$ cat config.mk
export PLATFORM = sky130hd
export DESIGN_NAME = wb_dest_select_buffer_flat
export DESIGN_NICKNAME = d
export VERILOG_FILES = /design/src/rtl/wb_dest_select_buffer_if.sv /design/src/rtl/wb_dest_select_buffer.sv /design/src/flat_wrapper.sv
export SDC_FILE = /design/constraint.sdc
export NUM_CORES = 1
export LEC_CHECK = 0
export CELL_PAD_IN_SITES_DETAIL_PLACEMENT = 1
export CELL_PAD_IN_SITES_GLOBAL_PLACEMENT = 1
export CORE_MARGIN = 5
export CORE_UTILIZATION = 54
export DETAILED_ROUTE_END_ITERATION = 16
export DONT_BUFFER_PORTS = 1
export GPL_TIMING_DRIVEN = 0
export MAX_ROUTING_LAYER = met4
export PLACE_DENSITY = 0.91
export SLEW_MARGIN = 20
export SYNTH_ARGS = -nofsm -noshare
export SYNTH_HDL_FRONTEND = slang
export SYNTH_SLANG_ARGS = --single-unit
$ cat constraint.sdc
create_clock -name clk -period 4.5 [get_ports clk]
set_clock_uncertainty 0.2 [all_clocks]
set_input_delay 0.9 -clock clk [delete_from_list [all_inputs] [get_ports clk]]
set_output_delay 0.9 -clock clk [all_outputs]
set_load 0.03 [all_outputs]
$ cat src/rtl/wb_dest_select_buffer_if.sv
// Write-back destination buffer bus: the upstream push side and the downstream
// pop side, grouped so one modport gives the buffer's view.
interface wb_dest_select_buffer_if #(
   parameter int DATA_WIDTH     = 32,
   parameter int REG_ADDR_WIDTH = 5,
   parameter int SEL_WIDTH      = 2
);
   logic                      in_valid;
   logic                      in_ready;
   logic [SEL_WIDTH-1:0]      dst_sel;
   logic [REG_ADDR_WIDTH-1:0] rt_i;
   logic [REG_ADDR_WIDTH-1:0] rd_i;
   logic                      reg_write_i;
   logic [DATA_WIDTH-1:0]     result_i;
   logic [DATA_WIDTH-1:0]     link_addr_i;
   logic                      out_valid;
   logic                      out_ready;
   logic                      wb_we;
   logic [REG_ADDR_WIDTH-1:0] wb_addr;
   logic [DATA_WIDTH-1:0]     wb_data;
   logic [1:0]                occupancy;

   // Environment side: drives the EX/MEM push fields and the write-back ready.
   modport master (
      output in_valid, dst_sel, rt_i, rd_i, reg_write_i, result_i, link_addr_i, out_ready,
      input  in_ready, out_valid, wb_we, wb_addr, wb_data, occupancy
   );

   // Buffer side.
   modport slave (
      input  in_valid, dst_sel, rt_i, rd_i, reg_write_i, result_i, link_addr_i, out_ready,
      output in_ready, out_valid, wb_we, wb_addr, wb_data, occupancy
   );
endinterface

$ cat src/rtl/wb_dest_select_buffer.sv
// Write-back destination select (rt / rd / link register) feeding a 2-entry
// skid buffer. Selection happens at push time; outputs come only from registers.
module wb_dest_select_buffer #(
   parameter int DATA_WIDTH     = 32,
   parameter int REG_ADDR_WIDTH = 5,
   parameter int LINK_REG       = 31,
   parameter int SEL_WIDTH      = 2
) (
   input  logic                   clk,
   input  logic                   reset,
   input  logic                   flush,
   wb_dest_select_buffer_if.slave bus
);
   localparam logic [SEL_WIDTH-1:0]      SEL_RT    = SEL_WIDTH'(0);
   localparam logic [SEL_WIDTH-1:0]      SEL_RD    = SEL_WIDTH'(1);
   localparam logic [SEL_WIDTH-1:0]      SEL_LINK  = SEL_WIDTH'(2);
   localparam logic [REG_ADDR_WIDTH-1:0] LINK_ADDR = REG_ADDR_WIDTH'(LINK_REG);

   logic [DATA_WIDTH-1:0]     r_slot_data [2];
   logic [REG_ADDR_WIDTH-1:0] r_slot_addr [2];
   logic [1:0]                r_slot_we;
   logic                      r_rd_ptr;
   logic                      r_wr_ptr;
   logic [1:0]                r_count;

   logic                      w_push;
   logic                      w_pop;
   logic                      w_in_ready;
   logic                      w_out_valid;
   logic [REG_ADDR_WIDTH-1:0] w_sel_addr;
   logic [DATA_WIDTH-1:0]     w_sel_data;
   logic                      w_sel_we;

   assign w_in_ready  = (r_count < 2'd2);
   assign w_out_valid = (r_count != 2'd0);
   assign w_push      = bus.in_valid && w_in_ready;
   assign w_pop       = w_out_valid && bus.out_ready;

   // Destination/data selection; any code other than rt/rd/link is "no write"
   // with address 0, which the $zero check then turns into we=0.
   always_comb begin
      w_sel_addr = '0;
      w_sel_data = bus.result_i;
      case (bus.dst_sel)
         SEL_RT:   w_sel_addr = bus.rt_i;
         SEL_RD:   w_sel_addr = bus.rd_i;
         SEL_LINK: begin
            w_sel_addr = LINK_ADDR;
            w_sel_data = bus.link_addr_i;
         end
         default:  w_sel_addr = '0;
      endcase
      w_sel_we = bus.reg_write_i && (w_sel_addr != '0);
   end

   // Slot storage: written on every accepted push; a flushed push is harmless
   // because the count and pointers are cleared in the same cycle.
   always_ff @(posedge clk) begin
      if (w_push) begin
         r_slot_data[r_wr_ptr] <= w_sel_data;
         r_slot_addr[r_wr_ptr] <= w_sel_addr;
         r_slot_we[r_wr_ptr]   <= w_sel_we;
      end
   end

   // Occupancy and pointers; reset and flush both empty the buffer and win
   // over any push/pop in the same cycle.
   always_ff @(posedge clk) begin
      if (reset || flush) begin
         r_count  <= 2'd0;
         r_rd_ptr <= 1'b0;
         r_wr_ptr <= 1'b0;
      end else begin
         if (w_push) r_wr_ptr <= ~r_wr_ptr;
         if (w_pop)  r_rd_ptr <= ~r_rd_ptr;
         case ({w_push, w_pop})
            2'b10:   r_count <= r_count + 2'd1;
            2'b01:   r_count <= r_count - 2'd1;
            default: r_count <= r_count;
         endcase
      end
   end

   assign bus.in_ready  = w_in_ready;
   assign bus.out_valid = w_out_valid;
   assign bus.occupancy = r_count;
   assign bus.wb_we     = w_out_valid ? r_slot_we[r_rd_ptr]   : 1'b0;
   assign bus.wb_addr   = w_out_valid ? r_slot_addr[r_rd_ptr] : '0;
   assign bus.wb_data   = w_out_valid ? r_slot_data[r_rd_ptr] : '0;
endmodule

$ cat src/flat_wrapper.sv
// flat-port wrapper written by rule: the top's interface ports become plain ports
module wb_dest_select_buffer_flat 
#(
   parameter int DATA_WIDTH     = 32,
   parameter int REG_ADDR_WIDTH = 5,
   parameter int LINK_REG       = 31,
   parameter int SEL_WIDTH      = 2
)
  (clk, reset, flush, bus_in_valid, bus_dst_sel, bus_rt_i, bus_rd_i, bus_reg_write_i, bus_result_i, bus_link_addr_i, bus_out_ready, bus_in_ready, bus_out_valid, bus_wb_we, bus_wb_addr, bus_wb_data, bus_occupancy);
  wb_dest_select_buffer_if #(.DATA_WIDTH(DATA_WIDTH), .REG_ADDR_WIDTH(REG_ADDR_WIDTH), .SEL_WIDTH(SEL_WIDTH)) bus_i ();
  input  logic clk;
  input  logic reset;
  input  logic flush;
  input wire logic [$bits(bus_i.in_valid)-1:0] bus_in_valid;
  input wire logic [$bits(bus_i.dst_sel)-1:0] bus_dst_sel;
  input wire logic [$bits(bus_i.rt_i)-1:0] bus_rt_i;
  input wire logic [$bits(bus_i.rd_i)-1:0] bus_rd_i;
  input wire logic [$bits(bus_i.reg_write_i)-1:0] bus_reg_write_i;
  input wire logic [$bits(bus_i.result_i)-1:0] bus_result_i;
  input wire logic [$bits(bus_i.link_addr_i)-1:0] bus_link_addr_i;
  input wire logic [$bits(bus_i.out_ready)-1:0] bus_out_ready;
  output wire logic [$bits(bus_i.in_ready)-1:0] bus_in_ready;
  output wire logic [$bits(bus_i.out_valid)-1:0] bus_out_valid;
  output wire logic [$bits(bus_i.wb_we)-1:0] bus_wb_we;
  output wire logic [$bits(bus_i.wb_addr)-1:0] bus_wb_addr;
  output wire logic [$bits(bus_i.wb_data)-1:0] bus_wb_data;
  output wire logic [$bits(bus_i.occupancy)-1:0] bus_occupancy;
  assign bus_i.in_valid = bus_in_valid;
  assign bus_i.dst_sel = bus_dst_sel;
  assign bus_i.rt_i = bus_rt_i;
  assign bus_i.rd_i = bus_rd_i;
  assign bus_i.reg_write_i = bus_reg_write_i;
  assign bus_i.result_i = bus_result_i;
  assign bus_i.link_addr_i = bus_link_addr_i;
  assign bus_i.out_ready = bus_out_ready;
  assign bus_in_ready = bus_i.in_ready;
  assign bus_out_valid = bus_i.out_valid;
  assign bus_wb_we = bus_i.wb_we;
  assign bus_wb_addr = bus_i.wb_addr;
  assign bus_wb_data = bus_i.wb_data;
  assign bus_occupancy = bus_i.occupancy;
  wb_dest_select_buffer #(.DATA_WIDTH(DATA_WIDTH), .REG_ADDR_WIDTH(REG_ADDR_WIDTH), .LINK_REG(LINK_REG), .SEL_WIDTH(SEL_WIDTH)) u_core (.clk(clk), .reset(reset), .flush(flush), .bus(bus_i));
endmodule
### Yosys cells after proc, flatten, opt, wreduce, memory -nomap -nowiden

Memories as Yosys holds them, arrays and structs flattened. A register that Yosys moved wholly into a read port is not among the register bits.
Index checks and enable logic that the tools add are counted.
W data, S select, Z words.

| word-level totals | value |
|---|---|
| flip-flop bits (word level) | 6 |
| bits in latches | 0 |
| RAM bits | 74 |
| ROM bits | 0 |
| output and inout port bits | 42 |
| word-level logic and storage cells | 44 |
| memories kept | 2 |

| cells by class | value |
|---|---|
| add/sub/neg operators | 2 |
| multiply operators | 0 |
| divide/modulo/power cells | 0 |
| $lt $le $gt $ge | 4 |
| equal/unequal tests | 4 |
| shift operators | 0 |
| muxes and demuxes | 17 |
| bitwise logic cells | 2 |
| reduce and logical (&&, ||, !) cells | 9 |

Memory list:

| name | depth | width | read ports | clocked after Yosys merged registers in | write ports | RTL line | RTL |
|---|---|---|---|---|---|---|---|
| u_core.r_slot_data | 2 | 32 | 1 | 1 | 1 | wb_dest_select_buffer.sv:19 | `logic [DATA_WIDTH-1:0] r_slot_data [2];` |
| u_core.r_slot_addr | 2 | 5 | 1 | 1 | 1 | wb_dest_select_buffer.sv:20 | `logic [REG_ADDR_WIDTH-1:0] r_slot_addr [2];` |

Operator list:

| operator | number |
|---|---|
| $mux W32 | 2 |
| $pmux W5 S3 | 1 |
| $mux W1 | 10 |
| $mux W5 | 1 |
| $reduce_bool A5 Y1 | 1 |
| $eq A2 B1 Y1 const B | 2 |
| $eq A2 B2 Y1 const B | 2 |
| $logic_and A1 B1 Y1 | 4 |
| $lt A1 B2 Y1 const B | 2 |
| $pmux W2 S2 | 1 |
| $reduce_bool A2 Y1 | 2 |
| $add A2 B1 Y2 const B | 1 |
| $bwmux W2 | 1 |
| $logic_not A2 Y1 | 1 |
| $lt A2 B2 Y1 const B | 1 |
| $not A1 Y1 | 2 |
| $sub A2 B1 Y2 const B | 1 |
| $demux W1 S1 | 1 |
| $ge A1 B1 Y1 const B | 1 |
| $logic_or A1 B1 Y1 | 1 |

### Depth between registers and ports, before layout

| depth | value |
|---|---|
| depth after elaboration | 5 |
| depth in mapped cells | 6 |
| depth with buffers taken out | 6 |

### Least setup slack after synthesis

Ideal clock, no wire load.

| path | value |
|---|---|
| kind | input port to flip-flop |
| start | input port bus_in_valid |
| end | memory u_core.r_slot_addr[0][0] (enable) |
| library setup time | 433 ps |
| arrival time | 2,606 ps |
| required time | 3,867 ps |
| path slack | 1,261 ps |
| stages on the path | 2 |
| cells stage by stage | nand2b_1 > nor2_1 |

| on the way | value |
|---|---|
| longest elaborated chain between the ends | 3 |

RTL lines:

| what | RTL line | RTL |
|---|---|---|
| from (decl) | flat_wrapper.sv:14 | `input wire logic [$bits(bus_i.in_valid)-1:0] bus_in_valid;` |
| $logic_and A1 B1 Y1 | wb_dest_select_buffer.sv:36 | `assign w_push = bus.in_valid && w_in_ready;` |
| $mux W1 | wb_dest_select_buffer.sv:59 | `if (w_push) begin` |
| $mux W1 (implied by the code) | wb_dest_select_buffer.sv:61 | `r_slot_addr[r_wr_ptr] <= w_sel_addr;` |
| to (decl) | wb_dest_select_buffer.sv:20 |  |

Every way passes these cells.

### Worst setup path in the final report

| path | value |
|---|---|
| start | register u_core.r_count[1], in the netlist u_core.bus.occupancy[1] |
| end | output port bus_wb_data[28] |

| on the way | value |
|---|---|
| longest elaborated chain between the ends | 2 |

RTL lines:

| what | RTL line | RTL |
|---|---|---|
| from (decl) | wb_dest_select_buffer.sv:24 | `logic [1:0] r_count;` |
| from (signal assigned) | wb_dest_select_buffer.sv:77 | `2'b10: r_count <= r_count + 2'd1;` |
| from (signal assigned) | wb_dest_select_buffer.sv:78 | `2'b01: r_count <= r_count - 2'd1;` |
| from (signal assigned) | wb_dest_select_buffer.sv:79 | `default: r_count <= r_count;` |
| $reduce_bool A2 Y1 | wb_dest_select_buffer.sv:35 | `assign w_out_valid = (r_count != 2'd0);` |
| $mux W32 | wb_dest_select_buffer.sv:89 | `assign bus.wb_data = w_out_valid ? r_slot_data[r_rd_ptr] : '0;` |
| to (decl) | flat_wrapper.sv:26 | `output wire logic [$bits(bus_i.wb_data)-1:0] bus_wb_data;` |

Every way passes these cells.

==> run_results.csv <==
group,metric,value,unit
synth,syn_inst,244,
timing,slew_headroom,57.47,%
grt,antenna_found_initial,0,
floorplanning,die_h,93.15,um
setup_path,crit_type,"reg -> out",
setup_path,worstPathArrival,2090,ps
timing,fin_crit_sh,70.83,%
setup_path,crit_required,3400,ps
route,via_count,1973,
cells_and_area,utilization,59.81,%
floorplanning,dieArea,8677,um2
synth,synth-seq-cells,81,
power_and_ir_drop,power.density,378.5,nW/um2
grt,grt_max_degree,26,
setup_path,cpPeakStageDelay,630,ps
timing,hold_violations,0,
cells_and_area,final_common_cell,"edfxtp_1",
power_and_ir_drop,clockPowerShare,28.6,%
power_and_ir_drop,combPwrFrac,13.4,%
clocking,post_cts_buffers,0,
timing,max_freq,313.7,MHz
clocking,clock_latency,330,ps
run,drv_cap,0,
route,drc,0,
floorplanning,fp.dieW,93.15,um
cells_and_area,final_cell_mix,"edfxtp_1, nor2_1, mux2i_1",
clocking,ctsRootBufferMaster,"clkbuf_8",
clocking,cts-resized-gates,0,
timing,setup_violations,0,
run_status,outcome,"complete, no violations",
power_and_ir_drop,internal_power,1.138,mW
grt,grt_overflow,0,
route,wl,7909,um
grt,grt_util_all_layers,19.20,%
timing,fin_tns_setup,0,ps
power_and_ir_drop,power_leakage,1.422,nW
setup_path,worstSetupEndpointType,"output port",
route,first_iter_violations,48,
clocking,clk_pin_slew_worst_paths,80,ps
setup_path,worstSetupStartpointType,"flop",
power_and_ir_drop,power_frac_seq,58.0,%
synth,syn_area,3734,um2
cells_and_area,fillCellCount,628,
floorplanning,ioPinCount,124,
timing,rsz0062_at_grt,"false",
clocking,cts_made_buffers,9,
setup_path,slowest_stage,"dfxtp_1",
grt,grt_pass1_vias,2253,
placed_design,postPlaceCellArea,3890,um2
placed_design,post-dp-hpwl,5819,um
floorplanning,initial_core_util,55.26,%
synth,synth_nets,327,
clocking,cts_sinks,81,
route,wl_per_cell,23.19,um
worst_hold_path,hold_path.class,"reg -> reg",
clocking,clk_path_buf_depth,2,
route,viasPerCell,5.786,
clocking,cts_hold_buf,0,
route,drt_pre_antenna_iters,4,
timing,drv_slew,0,
clocking,h-tree-depth,3,
cells_and_area,antenna_cells,0,
clocking,cts_tree,"built",
power_and_ir_drop,p_sw_share,25.58,%
floorplanning,rows,30,
timing,hold_slack,382.6,ps
synth,syn_area_per_cell,15.30,um2
cells_and_area,layout-drive-gt1-share,23.75,%
synth,synth_warnings,0,
cells_and_area,final_area,4041,um2
setup_path,crit_chain,"nor2_1, buf_2, buf_2, nor2_1",
power_and_ir_drop,irDropWorstVdd,0.0002054,V
power_and_ir_drop,finalPower,1.530,mW
cells_and_area,nNetsFinal,340,
timing,worst_slew_pin_slew,635.7,ps
placed_design,port_buffers,0,
synth,synth.distinct_cells,30,
power_and_ir_drop,switchingPower,391.3,uW
placed_design,place_congestion,0.7445,
timing,finalCriticalPeriod,3187,ps
synth,ys_seq_area_share,63.81,%
floorplanning,core_area,6756,um2
setup_path,cp_max_fo,10,
route,ant_nets,0,
cells_and_area,syn_to_final_growth,8.244,%
grt,grt_first_pass_wirelength,11970,um
-- power groups by stage --
stage	clock (mW)	sequential [mW]	combinational (mW)
after floorplan	0	0.901	0.165
after global placement	0	0.903	0.192
after detailed placement	0	0.905	0.208
after CTS	0.450	0.888	0.208
after global routing	0.485	0.891	0.219
final	0.438	0.887	0.205
-- state kept, by name, indices dropped and copies added (netlist names), named ones only --
signal,cells
u_core.bus.occupancy,2
u_core.r_slot_we,2
u_core.r_slot_data,64
u_core.r_rd_ptr,1
u_core.r_slot_addr,10
u_core.r_wr_ptr,1
-- metal layers --
layer	up-vias	track usage [%]	routed length, um
li1	917	-	-
met1	965	20.11	3011
met2	77	34.55	4264
met3	14	4.425	470
met4	0	8.303	163
met5	-	-	0
-- final cells by class --
| type | count | area, um2 | area share (%) |
|---|---|---|---|
| plain buffers | 14 | 106.4 | 2.632 |
| well taps | 80 | 100.1 | 2.477 |
| clock inverters | 5 | 23.77 | 0.5882 |
| multi-input cells | 142 | 1227 | 30.37 |
| flip-flops and latches | 81 | 2382 | 58.95 |
| repair buffers | 2 | 47.55 | 1.176 |
| clock buffers | 10 | 127.6 | 3.158 |
| inverters | 7 | 26.28 | 0.6502 |
-- kinds of logic (layout without fill, tap and decap cells) --
logic type	after synthesis	in the layout	share of synthesized area (%)
and+or+nand+nor	58	58	6.770
DFF	81	81	63.81
AOI/OAI and AO/OA	9	9	1.742
buffers and inverters	21	38	3.552
muxes	70	70	22.86
xor gates and xnor gates	4	4	0.9385
adders and majority gates	1	1	0.3351
-- cell usage after synthesis (all sizes together) --
cell / count / area, um2
mux2i: 38 / 380.4
mux2: 32 / 473.0
ha: 1 / 12.51
buf: 12 / 98.84
nand2b: 1 / 6.260
xor2: 3 / 26.28
and4: 1 / 8.760
o21bai: 2 / 15.01
or2: 1 / 6.260
xnor2: 1 / 8.760
nand2: 2 / 7.510
a41oi: 1 / 8.760
o21ai: 2 / 10.00
inv: 7 / 26.27
nor2b: 2 / 20.02
a2bb2oi: 3 / 26.28
a21oi: 1 / 5.000
or3: 1 / 6.260
clkbuf: 2 / 7.510
nand3b: 2 / 15.01
and3: 1 / 6.260
nor2: 47 / 176.4
dfxtp: 5 / 100.1
edfxtp: 76 / 2282
-- worst max-delay path, delay by kind of cell, from the launching register on --
family	cells	cell delay (ps)
DFF	1	630
buffers and inverters	2	460
and+or+nand+nor	2	670
-- final timing paths --
check / startpoint / end / slack, ps / depth (start not counted)
max reg2reg: u_core.bus.occupancy[1]$_SDFFE_PP0P_ / u_core.r_slot_data[1][30]$_DFFE_PP_ / 2460 / 3
min: u_core.r_rd_ptr$_SDFFE_PP0N_ / flop / 380 / 2
min reg2reg: u_core.r_rd_ptr$_SDFFE_PP0N_ / flop / 380 / 2
max: u_core.bus.occupancy[1]$_SDFFE_PP0P_ / bus_wb_data[28] / 1310 / 4
-- metrics by stage --
stage	std cells	setup WS, ps
finish	341	1313
global route	341	1166
CTS	341	1256
detailed placement	326	1649
global placement	324	441.5
floorplan	244	1261
No activity file was read; power rests on OpenSTA's default activity.
